===== src/rtl/tinycpu_isa_pkg.sv =====
// Shared ISA definitions for the tinycpu pipeline: micro-op classes, ALU ops,
// opcode field positions, handshake state encodings and the decoded bundle.
package tinycpu_isa_pkg;

  localparam int unsigned OP_W    = 8;
  localparam int unsigned CLASS_W = 3;
  localparam int unsigned ALU_W   = 2;
  localparam int unsigned REG_W   = 2;
  localparam int unsigned IMM_W   = 8;

  localparam logic [CLASS_W-1:0] UOP_ALU   = 3'd0;
  localparam logic [CLASS_W-1:0] UOP_LDI   = 3'd1;
  localparam logic [CLASS_W-1:0] UOP_LOAD  = 3'd2;
  localparam logic [CLASS_W-1:0] UOP_STORE = 3'd3;
  localparam logic [CLASS_W-1:0] UOP_JMP   = 3'd4;
  localparam logic [CLASS_W-1:0] UOP_BZ    = 3'd5;
  localparam logic [CLASS_W-1:0] UOP_NOP   = 3'd6;
  localparam logic [CLASS_W-1:0] UOP_HALT  = 3'd7;

  localparam logic [ALU_W-1:0] ALU_ADD = 2'd0;
  localparam logic [ALU_W-1:0] ALU_SUB = 2'd1;
  localparam logic [ALU_W-1:0] ALU_AND = 2'd2;
  localparam logic [ALU_W-1:0] ALU_OR  = 2'd3;

  // Opcode field bit positions
  localparam int unsigned OP_GRP_HI    = 7;
  localparam int unsigned OP_GRP_LO    = 6;
  localparam int unsigned OP_SUB_HI    = 5;
  localparam int unsigned OP_SUB_LO    = 4;
  localparam int unsigned OP_MID_HI    = 3;
  localparam int unsigned OP_MID_LO    = 2;
  localparam int unsigned OP_LOW_HI    = 1;
  localparam int unsigned OP_LOW_LO    = 0;
  localparam int unsigned OP_NIB_HI    = 3;
  localparam int unsigned OP_MEM_ST    = 5;
  localparam int unsigned OP_MEM_RD_HI = 4;
  localparam int unsigned OP_MEM_RD_LO = 3;
  localparam int unsigned OP_MEM_PAD_HI = 2;

  localparam logic [1:0] GRP_ALU = 2'b00;
  localparam logic [1:0] GRP_LDI = 2'b01;
  localparam logic [1:0] GRP_MEM = 2'b10;
  localparam logic [1:0] GRP_CTL = 2'b11;

  typedef enum logic [1:0] {
    IDLE      = 2'd0,
    DECODE    = 2'd1,
    WAIT_NEXT = 2'd2
  } hs_state_t;

  typedef struct packed {
    logic               illegal;
    logic [CLASS_W-1:0] uop_class;
    logic [ALU_W-1:0]   alu_op;
    logic [REG_W-1:0]   rd;
    logic [REG_W-1:0]   rs;
    logic [IMM_W-1:0]   imm;
  } uop_t;

endpackage


===== src/rtl/opcode_decoder.sv =====
// Combinational opcode-to-micro-op decoder; illegal encodings collapse to a
// NOP bundle with only the illegal flag set.
module opcode_decoder
  import tinycpu_isa_pkg::*;
(
  input  logic [OP_W-1:0] op,
  output uop_t            uop
);

  logic [3:0] nib;
  logic       bad;
  uop_t       raw;

  assign nib = op[OP_NIB_HI:0];

  always_comb begin
    raw           = '0;
    raw.alu_op    = ALU_ADD;
    raw.uop_class = UOP_NOP;
    bad           = 1'b0;
    unique case (op[OP_GRP_HI:OP_GRP_LO])
      GRP_ALU: begin
        raw.uop_class = UOP_ALU;
        raw.alu_op    = op[OP_SUB_HI:OP_SUB_LO];
        raw.rd        = op[OP_MID_HI:OP_MID_LO];
        raw.rs        = op[OP_LOW_HI:OP_LOW_LO];
      end
      GRP_LDI: begin
        raw.uop_class = UOP_LDI;
        raw.rd        = op[OP_SUB_HI:OP_SUB_LO];
        raw.imm       = IMM_W'(nib);
      end
      GRP_MEM: begin
        raw.uop_class = op[OP_MEM_ST] ? UOP_STORE : UOP_LOAD;
        raw.rd        = op[OP_MEM_RD_HI:OP_MEM_RD_LO];
        bad           = (op[OP_MEM_PAD_HI:0] != 3'b000);
      end
      default: begin
        unique case (op[OP_SUB_HI:OP_SUB_LO])
          2'b00: begin
            raw.uop_class = UOP_JMP;
            raw.imm       = {{(IMM_W-4){nib[3]}}, nib};
          end
          2'b01: begin
            raw.uop_class = UOP_BZ;
            raw.imm       = {{(IMM_W-4){nib[3]}}, nib};
          end
          2'b10: begin
            raw.uop_class = UOP_NOP;
            bad           = (nib != 4'b0000);
          end
          default: begin
            raw.uop_class = UOP_HALT;
            bad           = (nib != 4'b0000);
          end
        endcase
      end
    endcase
  end

  // Illegal bundles carry no stale field data downstream
  always_comb begin
    uop = raw;
    if (bad) begin
      uop           = '0;
      uop.uop_class = UOP_NOP;
      uop.illegal   = 1'b1;
    end
  end

endmodule


===== src/rtl/instruction_decode.sv =====
// Decode pipeline stage: DIR/ack_prev capture from fetch, registered micro-op
// bundle handed to execute over DOR/ack_from_next, with HALT latch and retire count.
module instruction_decode
  import tinycpu_isa_pkg::*;
#(
  parameter int unsigned COUNT_WIDTH = 8,
  parameter int unsigned HALT_STOPS  = 1
) (
  input  logic                   clk,
  input  logic                   reset,
  input  logic                   DIR,
  output logic                   ack_prev,
  input  logic [OP_W-1:0]        data_in,
  output logic                   DOR,
  input  logic                   ack_from_next,
  output logic [CLASS_W-1:0]     uop_class,
  output logic [ALU_W-1:0]       alu_op,
  output logic [REG_W-1:0]       rd,
  output logic [REG_W-1:0]       rs,
  output logic [IMM_W-1:0]       imm,
  output logic                   illegal,
  output logic                   halted,
  output logic [COUNT_WIDTH-1:0] insn_count
);

  hs_state_t       state;
  logic [OP_W-1:0] op_q;
  uop_t            dec;
  uop_t            bundle_q;
  logic            blocked;

  opcode_decoder u_opcode_decoder (
    .op  (op_q),
    .uop (dec)
  );

  assign blocked = (HALT_STOPS != 0) && halted;

  // Handshake FSM; DECODE never looks at DIR so a lingering DIR cannot re-capture
  always_ff @(posedge clk) begin
    if (reset) begin
      state      <= IDLE;
      op_q       <= '0;
      bundle_q   <= '0;
      ack_prev   <= 1'b0;
      DOR        <= 1'b0;
      halted     <= 1'b0;
      insn_count <= '0;
    end else begin
      unique case (state)
        IDLE: begin
          if (DIR && !blocked) begin
            op_q     <= data_in;
            ack_prev <= 1'b1;
            state    <= DECODE;
          end else begin
            ack_prev <= 1'b0;
            DOR      <= 1'b0;
          end
        end
        DECODE: begin
          ack_prev <= 1'b0;
          bundle_q <= dec;
          DOR      <= 1'b1;
          state    <= WAIT_NEXT;
        end
        WAIT_NEXT: begin
          if (ack_from_next) begin
            DOR        <= 1'b0;
            insn_count <= insn_count + COUNT_WIDTH'(1);
            if (bundle_q.uop_class == UOP_HALT && !bundle_q.illegal) begin
              halted <= 1'b1;
            end
            state <= IDLE;
          end
        end
        default: begin
          ack_prev <= 1'b0;
          DOR      <= 1'b0;
          state    <= IDLE;
        end
      endcase
    end
  end

  assign uop_class = bundle_q.uop_class;
  assign alu_op    = bundle_q.alu_op;
  assign rd        = bundle_q.rd;
  assign rs        = bundle_q.rs;
  assign imm       = bundle_q.imm;
  assign illegal   = bundle_q.illegal;

endmodule


===== config.mk =====
export PLATFORM = sky130hd
export DESIGN_NAME = instruction_decode
export DESIGN_NICKNAME = d
export VERILOG_FILES = /design/src/rtl/tinycpu_isa_pkg.sv /design/src/rtl/opcode_decoder.sv /design/src/rtl/instruction_decode.sv
export SDC_FILE = /design/constraint.sdc
export NUM_CORES = 1
export LEC_CHECK = 0
export CAP_MARGIN = 20
export CORE_MARGIN = 3
export CORE_UTILIZATION = 48
export CTS_CLUSTER_SIZE = 30
export DETAILED_ROUTE_END_ITERATION = 8
export GPL_TIMING_DRIVEN = 0
export PLACE_DENSITY = 0.83
export SLEW_MARGIN = 20
export SYNTH_ARGS = -nofsm -noshare
export SYNTH_HDL_FRONTEND = slang
export SYNTH_SLANG_ARGS = --single-unit

===== constraint.sdc =====
create_clock -name clk -period 1.6 [get_ports clk]
set_input_delay 0.4 -clock clk [delete_from_list [all_inputs] [get_ports clk]]
set_output_delay 0.4 -clock clk [all_outputs]
set_load 0.01 [all_outputs]

==> reports/metrics.csv <==
stage,metric,value,unit
clock_network,deepest clock path buffer count,2,
power,Max VDD drop,634,uV
place,detailed placement HPWL,2790,microns
layout,Final Net Count,236,
sta,Worst slew margin,55.3,%
yosys,syn nets,187,
yosys,yosys warns,0,
worst_setup_path,Critical Path RT,1.20,ns
hold_path,hold worst-path end,imm[3]$_SDFFE_PP0P_,
routing,DRC errors left,0,
die,die height,63.4,microns
sta,Final period util,93.6,%
layout,fin util,67.1,%
worst_setup_path,WP data arrival,1.10,ns
sta,final hold viol count,0,
grt,global-route wire length before repair,6380,microns
routing,via count,1463,
job,Max-cap violations,0,
layout,share of cells above drive strength 1,16.1,%
yosys,syn avg cell area,9.07,sq um
sta,fmax,668,MHz
clock_network,root buf cell,clkbuf_4,
sta,unrepaired setup endpoints after global routing,false,
routing,post-route ant nets,0,
routing,final WL,3900,microns
power,Lkg Pwr,0.908,nW
worst_setup_path,WS Path Type,flop to output pin,
yosys,Synth top area share,45.6,%
clock_network,CTS tree,yes,
yosys,#FFs+latches synth,36,
worst_setup_path,CP Capture Type,output pin,
die,core area,3100,sq um
power,P per Cell Area,775,nW/um^2
yosys,prevailing post-synth register cell,dfxtp_1,
layout,Area Growth Syn to Fin,31.9,%
sta,Max Slew Vio Count,0,
place,placed cell area,2030,sq um
clock_network,clock latency on the worst-skew pair,0.35,ns
die,num ports,41,
clock_network,CTS buffer count,5,
worst_setup_path,R2R depth,5,
yosys,Netlist cell types,41,
clock_network,htree depth,2,
die,Die Wd,63.4,microns
clock_network,# clock sinks,36,
yosys,cell area after synthesis,1580,sq um
grt,initial antenna violation count,0,
worst_setup_path,worst r2r src,state[1]$_SDFFE_PP0P_,
worst_setup_path,setup slack on the worst flop-to-flop path,0.16,ns
yosys,Async SR Flop Fraction,0,%
die,Initial Utilization,50.9,%
hold_path,Hold Path Class,flop to flop,
yosys,cells after synthesis,174,
yosys,top-count cell post-synth,dfxtp_1,
worst_setup_path,CP Launch Type,flop,
routing,WL per Instance,14.6,microns
place,Port Buffers,40,
power,Final Power,1.61,mW
clock_network,"CTS clk-pin slew, worst paths",0.11,ns
grt,vias in the first global route,1456,
place,Routability Congestion,0.866,
yosys,cell taking the most area after synthesis,dfxtp_1,
die,die footprint,4010,sq um
routing,1st-iter DRT viols,66,
yosys,most frequent cells after synthesis,"dfxtp_1 (36), nand2_1 (29), a21oi_1 (21)",
sta,skew final,0.0110,ns
grt,All-Layer GR Usage,20.2,%
sta,Final min period,1.50,ns
routing,DRT Pass-1 Iters,4,
hold_path,worst min-delay path startpoint,imm[3]$_SDFFE_PP0P_,
yosys,largest cells by area after synthesis,"dfxtp_1 (46%), nand2_1 (6.9%), a21oi_1 (6.7%)",
yosys,Post-synth EDFFs,0,
worst_setup_path,reg2reg end,op_q[2]$_SDFFE_PP0P_,
layout,diode count,0,
sta,final setup vio count,0,
routing,Via density,5.48,
sta,Final TNS setup,0,ns
layout,post-route cell area,2080,sq um
die,number of cell rows,20,
worst_setup_path,CP max FO,4,
grt,largest net degree at the start of global routing,11,
yosys,"Seq/Total Area, Yosys",45.6,%
outcome,status,"finished, final reports clean",
sta,Worst-Margin Slew,0.669,ns
grt,Congestion Overflow GR,0,
hold_path,Worst Hold Path Cells,2,
clock_network,"Hold-fix buffers, CTS",0,
-- through the flow --
step           worst slack, ns  hold slack, ns  cells
3_3_place_gp            -0.337           0.446    258
2_1_floorplan            0.203           0.472    174
6_report                 0.102           0.463    267
4_1_cts                 0.0326           0.466    267
5_1_grt                 0.0508           0.484    267
3_5_place_dp            -0.329           0.447    258
-- routing by layer --
metal	wire (microns)	track usage, %	vias to the layer above
met5	0	0	-
met4	80	9.16	0
met3	249	6.24	11
met2	2010	36.2	52
met1	1560	21.5	689
li1	-	-	711
-- worst max path at each step --
stage | startpoint | cells after the start | to
6_report | imm[6]$_SDFFE_PP0P_ | 2 | imm[5]
5_1_grt | state[1]$_SDFFE_PP0P_ | 4 | op_q[2]$_SDFFE_PP0P_
4_1_cts | ack_from_next | 4 | insn_count[7]$_SDFFE_PP0P_
3_5_place_dp | ack_from_next | 4 | insn_count[7]$_SDFFE_PP0P_
3_3_place_gp | ack_from_next | 4 | insn_count[7]$_SDFFE_PP0P_
2_1_floorplan | insn_count[0]$_SDFFE_PP0P_ | 4 | insn_count[6]$_SDFFE_PP0P_
-- registers in the layout, summed over array words and instances (netlist names), 2 cells and up --
register and cells:
imm 5, alu_op 2, rs 2, state 2, op_q 8, uop_class 3
insn_count 8, rd 2
-- power by group --
group,switching [mW],internal (mW)
clock,0.299,0.162
sequential,0.0314,0.921
combinational,0.106,0.0931
total,0.437,1.18
-- critical path: stages (launching register included) --
cell and delay, ns:
dfxtp_2 0.35, buf_4 0.12, dlygate4sd2_1 0.27
-- layout by cell type, fill, tap and decap left out, types with 2 or more instances in the layout --
cell / n
dfxtp_1: 29
nand2_1: 29
dlygate4sd2_1: 28
a21oi_1: 21
clkdlybuf4s50_1: 10
nor2_1: 9
dfxtp_2: 7
clkbuf_1: 6
buf_4: 6
nand4_1: 5
clkbuf_4: 5
inv_1: 4
nor2b_1: 4
nand3b_1: 4
a22oi_1: 4
buf_6: 3
buf_2: 3
or3_1: 3
o21ai_0: 3
o41ai_1: 3
mux2i_1: 3
nand3_1: 3
nor4b_2: 2
or4b_1: 2
a2bb2oi_1: 2
xor2_1: 2
nor4_1: 2
mux2_2: 2
-- final cells by class --
type | instances | area (sq um)
buffer | 14 | 90.1
clock buffer | 6 | 41.3
clock inverter | 1 | 5.00
fill | 282 | 1020
inverter | 4 | 15.0
multi-input combinational | 120 | 766
sequential | 36 | 729
tap | 44 | 55.1
timing repair buffer | 42 | 380
-- cells by family after synthesis --
logic type	count (synthesis)	synth area share, %
AND/OR/NAND/NOR	73	26.3
AO/OA/AOI/OAI	39	16.2
flip-flops	36	45.6
buffers and inverters	18	6.66
multiplexers	5	3.33
XOR/XNOR	2	1.11
adder cells (fa/ha/maj)	1	0.792
-- timing repair --
action	CTS	global route
endpoints found under the setup margin	29	7
endpoints found under the hold margin	0	0
pin swaps	0	0
gates resized for setup	37	3
setup buffers	2	0
cloned	0	0
Note: power is estimated with default switching activity, not from simulation.
